### src/rtl/wash_pkg.sv
// Shared phase codes, fault codes and monitor-state encoding for the wash status monitor.
package wash_pkg;

  localparam logic [2:0] PH_IDLE     = 3'd0;
  localparam logic [2:0] PH_FILLING  = 3'd1;
  localparam logic [2:0] PH_WASHING  = 3'd2;
  localparam logic [2:0] PH_RINSING  = 3'd3;
  localparam logic [2:0] PH_SPINNING = 3'd4;

  localparam logic [1:0] FC_NONE          = 2'b00;
  localparam logic [1:0] FC_ILLEGAL_CODE  = 2'b01;
  localparam logic [1:0] FC_ILLEGAL_TRANS = 2'b10;
  localparam logic [1:0] FC_TIMEOUT       = 2'b11;

  typedef enum logic [1:0] {
    MON_IDLE  = 2'd0,
    MON_RUN   = 2'd1,
    MON_FAULT = 2'd2
  } mon_state_t;

  function automatic logic is_legal_code(input logic [2:0] code);
    return code <= PH_SPINNING;
  endfunction

  // RINSING->WASHING is the second round of a double wash.
  function automatic logic is_legal_step(input logic [2:0] prev, input logic [2:0] cur);
    logic ok;
    ok = (prev == cur);
    case (prev)
      PH_IDLE:     ok = ok | (cur == PH_FILLING);
      PH_FILLING:  ok = ok | (cur == PH_WASHING);
      PH_WASHING:  ok = ok | (cur == PH_RINSING);
      PH_RINSING:  ok = ok | (cur == PH_WASHING) | (cur == PH_SPINNING);
      PH_SPINNING: ok = ok | (cur == PH_IDLE);
      default:     ok = 1'b0;
    endcase
    return ok;
  endfunction

endpackage

### src/rtl/wash_pulse_stretcher.sv
// Rising-edge detector plus down-counter: stretches a qualified edge into a BUZZ_CYCLES-long pulse.
module wash_pulse_stretcher #(
  parameter int BUZZ_CYCLES = 4
) (
  input  logic clk,
  input  logic reset,
  input  logic level_i,
  input  logic enable_i,
  output logic fire_o,
  output logic pulse_o
);

  logic       level_q;
  logic       pulse_q;
  logic [3:0] count_q;

  assign fire_o  = level_i & ~level_q & enable_i;
  assign pulse_o = pulse_q;

  // A fresh edge reloads the counter even if a pulse is still running.
  always_ff @(posedge clk or posedge reset) begin
    if (reset) begin
      level_q <= 1'b0;
      pulse_q <= 1'b0;
      count_q <= 4'd0;
    end else begin
      level_q <= level_i;
      if (fire_o) begin
        pulse_q <= 1'b1;
        count_q <= 4'(BUZZ_CYCLES - 1);
      end else if (count_q != 4'd0) begin
        count_q <= count_q - 4'd1;
      end else begin
        pulse_q <= 1'b0;
      end
    end
  end

endmodule

### src/rtl/wash_status_monitor.sv
// Washing-machine phase monitor: door lock, end-of-cycle buzzer, wash counter and sticky faults.
// Optional phase timeout is enabled by defining WASH_PHASE_TIMEOUT_EN.
module wash_status_monitor import wash_pkg::*; #(
  parameter logic [31:0] TIMEOUT_COUNT = 32'd64,
  parameter int          BUZZ_CYCLES   = 4
) (
  input  logic        clk,
  input  logic        reset,
  input  logic [2:0]  current_state,
  input  logic        wash_done,
  input  logic        fault_clr,
  output logic        door_lock,
  output logic        buzzer,
  output logic [7:0]  cycle_count,
  output logic [15:0] phase_time,
  output logic        fault,
  output logic [1:0]  fault_code
);

  mon_state_t  mon_q;
  logic [2:0]  prev_state_q;
  logic [15:0] phase_time_q;
  logic [7:0]  cycle_count_q;
  logic        door_lock_q;
  logic        fault_q;
  logic [1:0]  fault_code_q;

  logic        phase_change, code_illegal, trans_illegal, timeout_cause, any_cause;
  logic [1:0]  fault_code_d;
  logic [15:0] pt_inc_d, pt_next_d;
  logic        beep_en, beep_fire;

  always_comb begin
    phase_change  = (current_state != prev_state_q);
    code_illegal  = !is_legal_code(current_state);
    // Once faulted the phase sequence is meaningless, so only code/timeout causes block a clear.
    trans_illegal = (mon_q != MON_FAULT) && !code_illegal &&
                    !is_legal_step(prev_state_q, current_state);
    pt_inc_d      = (phase_time_q == 16'hFFFF) ? phase_time_q : phase_time_q + 16'd1;
    pt_next_d     = phase_change ? 16'd0 : pt_inc_d;
    any_cause     = code_illegal | trans_illegal | timeout_cause;
    fault_code_d  = FC_NONE;
    if (code_illegal)       fault_code_d = FC_ILLEGAL_CODE;
    else if (trans_illegal) fault_code_d = FC_ILLEGAL_TRANS;
    else if (timeout_cause) fault_code_d = FC_TIMEOUT;
    beep_en       = (mon_q != MON_FAULT) && !any_cause;
  end

`ifdef WASH_PHASE_TIMEOUT_EN
  assign timeout_cause = !code_illegal && (current_state != PH_IDLE) && !phase_change &&
                         ({16'd0, pt_inc_d} >= TIMEOUT_COUNT);
`else
  logic unused_timeout_count;
  assign unused_timeout_count = ^TIMEOUT_COUNT;
  assign timeout_cause        = 1'b0;
`endif

  wash_pulse_stretcher #(.BUZZ_CYCLES(BUZZ_CYCLES)) u_buzz (
    .clk      (clk),
    .reset    (reset),
    .level_i  (wash_done),
    .enable_i (beep_en),
    .fire_o   (beep_fire),
    .pulse_o  (buzzer)
  );

  always_ff @(posedge clk or posedge reset) begin
    if (reset) begin
      mon_q         <= MON_IDLE;
      prev_state_q  <= PH_IDLE;
      phase_time_q  <= 16'd0;
      cycle_count_q <= 8'd0;
      door_lock_q   <= 1'b0;
      fault_q       <= 1'b0;
      fault_code_q  <= FC_NONE;
    end else begin
      prev_state_q <= current_state;
      if (beep_fire && cycle_count_q != 8'hFF)
        cycle_count_q <= cycle_count_q + 8'd1;
      case (mon_q)
        MON_IDLE, MON_RUN: begin
          if (any_cause) begin
            mon_q        <= MON_FAULT;
            fault_q      <= 1'b1;
            fault_code_q <= fault_code_d;
            door_lock_q  <= 1'b1;
            phase_time_q <= pt_next_d;
          end else if (mon_q == MON_IDLE) begin
            phase_time_q <= 16'd0;
            if (current_state != PH_IDLE) begin
              mon_q       <= MON_RUN;
              door_lock_q <= 1'b1;
            end
          end else if (prev_state_q == PH_SPINNING && current_state == PH_IDLE) begin
            mon_q        <= MON_IDLE;
            door_lock_q  <= 1'b0;
            phase_time_q <= 16'd0;
          end else begin
            phase_time_q <= pt_next_d;
          end
        end
        default: begin
          if (fault_clr && !any_cause) begin
            fault_q      <= 1'b0;
            fault_code_q <= FC_NONE;
            phase_time_q <= 16'd0;
            mon_q        <= (current_state == PH_IDLE) ? MON_IDLE : MON_RUN;
            door_lock_q  <= (current_state != PH_IDLE);
          end else begin
            phase_time_q <= pt_next_d;
          end
        end
      endcase
    end
  end

  assign door_lock   = door_lock_q;
  assign cycle_count = cycle_count_q;
  assign phase_time  = phase_time_q;
  assign fault       = fault_q;
  assign fault_code  = fault_code_q;

endmodule

### config.mk
export PLATFORM = sky130hd
export DESIGN_NAME = wash_status_monitor
export DESIGN_NICKNAME = d
export VERILOG_FILES = /design/src/rtl/wash_pkg.sv /design/src/rtl/wash_pulse_stretcher.sv /design/src/rtl/wash_status_monitor.sv
export SDC_FILE = /design/constraint.sdc
export NUM_CORES = 1
export LEC_CHECK = 0
export ABC_AREA = 1
export CORE_AREA = 2 2 62 93
export DETAILED_ROUTE_END_ITERATION = 10
export DIE_AREA = 0 0 64 95
export PLACE_DENSITY = 0.72
export SLEW_MARGIN = 10
export SYNTH_ARGS = -nofsm -noshare
export SYNTH_HDL_FRONTEND = slang
export SYNTH_SLANG_ARGS = --single-unit
### constraint.sdc
create_clock -name clk -period 3.9 [get_ports clk]
set_clock_uncertainty 0.2 [all_clocks]
set_input_delay 0.78 -clock clk [delete_from_list [all_inputs] [get_ports clk]]
set_output_delay 0.78 -clock clk [all_outputs]
set_load 0.02 [all_outputs]
==> impl_metrics.env <==
export IMPL_fin_area_um2=3040
export IMPL_relSlewSlack=0.469
export IMPL_end_kind="flip-flop"
export IMPL_max_cap_violations=0
export IMPL_muxShareOfSynthArea=0
export IMPL_clk_latency_ps=290
export IMPL_synth_xor_area_frac=0.0810
export IMPL_r2r_start="mon_q[1]"
export IMPL_worst_ep_required_time_ps=3890
export IMPL_grt_overflow_total=0
export IMPL_synthFlopType="dfrtp_1"
export IMPL_synth_nets=326
export IMPL_synth_area_um2=2560
export IMPL_startpoint_type="input port"
export IMPL_cts_setup_buffers=0
export IMPL_drive_gt1_frac=0.124
export IMPL_synth_edf_count=0
export IMPL_ys_ff_latch=39
export IMPL_grt_max_degree=40
export IMPL_slowest_delay_ps=700
export IMPL_syn_inst=315
export IMPL_postPlaceCellArea_um2=2940
export IMPL_cts_tree="done"
export IMPL_syn_avg_cell_area_um2=8.14
export IMPL_reg2reg_slack_ps=1300
export IMPL_crit_arrival_ps=2790
export IMPL_multi_input_area_um2=1390
export IMPL_synth_seq_area_share=0.380
export IMPL_holdBufCountCts=0
export IMPL_yosys_area_share_simple=0.321
export IMPL_cts_buffers=5
export IMPL_drc=0
export IMPL_row_count=33
export IMPL_critPathLaunch="current_state[2]"
export IMPL_cp_max_fo=17
export IMPL_pwr_density_cell_nw_per_um2=497
export IMPL_pwr_share_clk=0.216
export IMPL_async_flop_share=1.00
export IMPL_path_buf_inv=1
export IMPL_synth_compound_area_frac=0.120
export IMPL_finalCritPeriodShare=0.717
export IMPL_dieArea_um2=6080
export IMPL_grt_use_met1=0.220
export IMPL_critical_path_cell_count=11
export IMPL_power_switching_w=0.000621
export IMPL_comb_power_share=0.388
export IMPL_timing_rr_end="door_lock"
export IMPL_die_w_um=64
export IMPL_p_leak_nw=1.39
export IMPL_grt_busiest_layer="met2"
export IMPL_rsz0062_at_grt="no"
export IMPL_antenna_found_initial=0
export IMPL_clkSinkCount=39
export IMPL_ant_nets=0
export IMPL_synth_warnings=0
export IMPL_finalSetupTns_ps=0
export IMPL_path_common_cell="nand2_1"
export IMPL_clockRootBuffer="clkbuf_8"
export IMPL_sw_frac_of_total=0.410
export IMPL_fin_nets=359
export IMPL_vias=2253
export IMPL_cp_cell_sequence="clkdlybuf4s50_1 > xnor2_2 > nand3_4 > nand2_1 > nand2_2 > nand2_4 > nand3_4 > nand2_2 > nand3_1 > nand2_1 > nand2_1"
export IMPL_drt_total_wl_um=5700
export IMPL_p_int_w=0.000892
export IMPL_path_delay_family="simple AND/OR/NAND/NOR gates"
export IMPL_areaGrowthSynthToFinish_pct=18.7
export IMPL_grt_pass1_wl_um=9810
export IMPL_fill_cells=496
export IMPL_min_period_ps=2800
export IMPL_setup_viol=0
export IMPL_via_per_inst=5.39
export IMPL_fmax_mhz=357
export IMPL_outcome="complete, no violations"
export IMPL_endpoint="mon_q[0]"
export IMPL_firstDrtPassIters=4
export IMPL_seq_area_um2=976
export IMPL_hold_path_class="flip-flop to flip-flop"
export IMPL_core_um2=5330
export IMPL_avgRoutedWirePerCell_um=13.6
export IMPL_final_util=0.572
export IMPL_dp_slack_ps=794
export IMPL_start_util=0.482
export IMPL_rr_worst_depth=10
export IMPL_cts_buffer_depth=2
export IMPL_num_antenna_cells=0
export IMPL_grt_use_met3=0.0322
export IMPL_slowest_stage="clkdlybuf4s50_1"
export IMPL_seqPwrFrac=0.395
export IMPL_io_pins=36
export IMPL_grtUsageMet2=0.392
export IMPL_drtIter0Drc=101
export IMPL_maxSlewViolCount=0
export IMPL_gp_congestion=0.809
export IMPL_htree_levels=2
export IMPL_cts_resized=0
export IMPL_max_slew_worst_pin_slew_ps=796
export IMPL_port_buffer_count=35
export IMPL_synth_adder_area_share=0.0195
export IMPL_die_h_um=95
export IMPL_track_usage=0.205
export IMPL_ir_drop_mv=0.425
export IMPL_synth_top_family_by_area="simple AND/OR/NAND/NOR gates"
export IMPL_cts_clk_slew_worst_paths_ps=80
export IMPL_hold_viol=0
export IMPL_post_dp_hpwl_um=4210
export IMPL_critPathKind="input port to flip-flop"
export IMPL_grt_pass1_vias=2193
export IMPL_worst_slack_ps=1100
export IMPL_yosysUniqueCellTypes=32
-- power by group through the flow --
stage	Clock (W)	Combinational, W	Sequential (W)
6_report	0.000327	0.000588	0.000598
5_1_grt	0.000350	0.000662	0.000612
4_1_cts	0.000335	0.000592	0.000597
3_5_place_dp	0	0.000588	0.000600
3_3_place_gp	0	0.000575	0.000602
2_1_floorplan	0	0.000410	0.000609
-- cells in the mapped netlist, types with 2 or more instances --
| library cell | instances | area [um^2] |
|---|---|---|
| xnor2_1 | 10 | 87.6 |
| inv_1 | 27 | 101 |
| o211ai_2 | 10 | 125 |
| clkbuf_1 | 3 | 11.3 |
| buf_6 | 2 | 22.5 |
| nand2_2 | 4 | 25.0 |
| nand3_4 | 3 | 52.6 |
| ha_1 | 4 | 50.1 |
| nand4_1 | 12 | 75.1 |
| nand2_4 | 5 | 56.3 |
| nand2_1 | 66 | 248 |
| nor2_2 | 4 | 25.0 |
| nand3_1 | 37 | 185 |
| nor3_1 | 5 | 25.0 |
| nor2_1 | 28 | 105 |
| inv_2 | 3 | 11.3 |
| xor2_1 | 10 | 87.6 |
| nand3_2 | 2 | 20.0 |
| buf_2 | 4 | 20.0 |
| o21ai_0 | 6 | 30.0 |
| a21oi_1 | 15 | 75.1 |
| o211ai_1 | 7 | 52.6 |
| dfrtp_1 | 39 | 976 |
-- state kept, by name, indices dropped and copies added, names as in the netlist --
signal          flops
cycle_count         8
door_lock           1
fault               1
fault_code          2
mon_q               2
phase_time         16
prev_state_q        3
u_buzz.count_q      4
u_buzz.level_q      1
u_buzz.pulse_o      1
-- kinds of logic (layout without fill, tap and decap cells) --
logic type / count (synthesis) / count (layout)
AOI/OAI and AO/OA: 41 / 41
xor gates and xnor gates: 22 / 22
adders and majority gates: 4 / 4
buffers and inverters: 42 / 75
DFF: 39 / 39
and+or+nand+nor: 167 / 167
-- area by class of cell --
| cell class | count | share of cell area |
|---|---|---|
| multi-input combinational | 234 | 0.457 |
| sequential | 39 | 0.321 |
| timing repair buffer | 37 | 0.120 |
| inverter | 31 | 0.0399 |
| tap | 70 | 0.0288 |
| clock buffer | 6 | 0.0238 |
| clock inverter | 1 | 0.00986 |
-- worst min-delay path by stage --
stage                 startpoint                end  slack (ps)  cells past startpoint
2_1_floorplan  u_buzz.count_q[0]  u_buzz.count_q[0]         270                      2
3_3_place_gp      u_buzz.pulse_o     u_buzz.pulse_o         270                      2
3_5_place_dp      u_buzz.pulse_o     u_buzz.pulse_o         270                      2
4_1_cts           u_buzz.pulse_o     u_buzz.pulse_o         290                      2
5_1_grt           u_buzz.pulse_o     u_buzz.pulse_o         320                      2
6_report          u_buzz.pulse_o     u_buzz.pulse_o         290                      2
-- layout by cell type (no fill, tap or decap) --
| cell type | n |
|---|---|
| dfrtp_1 | 39 |
| xor2_1 | 10 |
| xnor2_1 | 10 |
| o21ai_0 | 6 |
| inv_2 | 3 |
| clkbuf_8 | 5 |
| a21oi_1 | 15 |
| nor2_1 | 28 |
| nor2_2 | 4 |
| nand3_1 | 37 |
| ha_1 | 4 |
| nand3_4 | 3 |
| o31ai_1 | 1 |
| nand4_1 | 12 |
| nand2_4 | 5 |
| buf_4 | 2 |
| o211a_1 | 1 |
| inv_1 | 27 |
| o211ai_1 | 7 |
| clkdlybuf4s50_1 | 35 |
| nand2_2 | 4 |
| o211ai_2 | 10 |
| nand3b_1 | 1 |
| o21ai_2 | 1 |
| bufinv_16 | 1 |
| nand2_1 | 66 |
| nand3_2 | 2 |
| xor2_2 | 1 |
| clkbuf_1 | 1 |
| inv_6 | 1 |
| nor3_1 | 5 |
| xnor2_2 | 1 |
-- worst reg2reg max path: stages, from the launching register on --
cell	delay, ps
dfrtp_1	360
buf_4	200
inv_1	590
nor2_1	140
a21oi_1	260
nand2_4	150
nand2_4	240
nand2_2	130
nand2_1	100
nand4_1	90
nand2_1	70
-- stage by stage --
| step | instances | power [W] | hold slack (ps) |
|---|---|---|---|
| after floorplan | 315 | 0.00102 | 272 |
| after global placement | 411 | 0.00118 | 267 |
| after detailed placement | 411 | 0.00119 | 270 |
| after CTS | 418 | 0.00152 | 292 |
| after global routing | 418 | 0.00162 | 321 |
| final | 418 | 0.00151 | 290 |
-- per-layer routing --
layer  share of wire  vias up
met5               0        -
met4           0.025        0
met3           0.039       11
met2            0.54       64
met1            0.40     1070
li1                -     1108
Note: power is estimated with default switching activity, not from simulation.
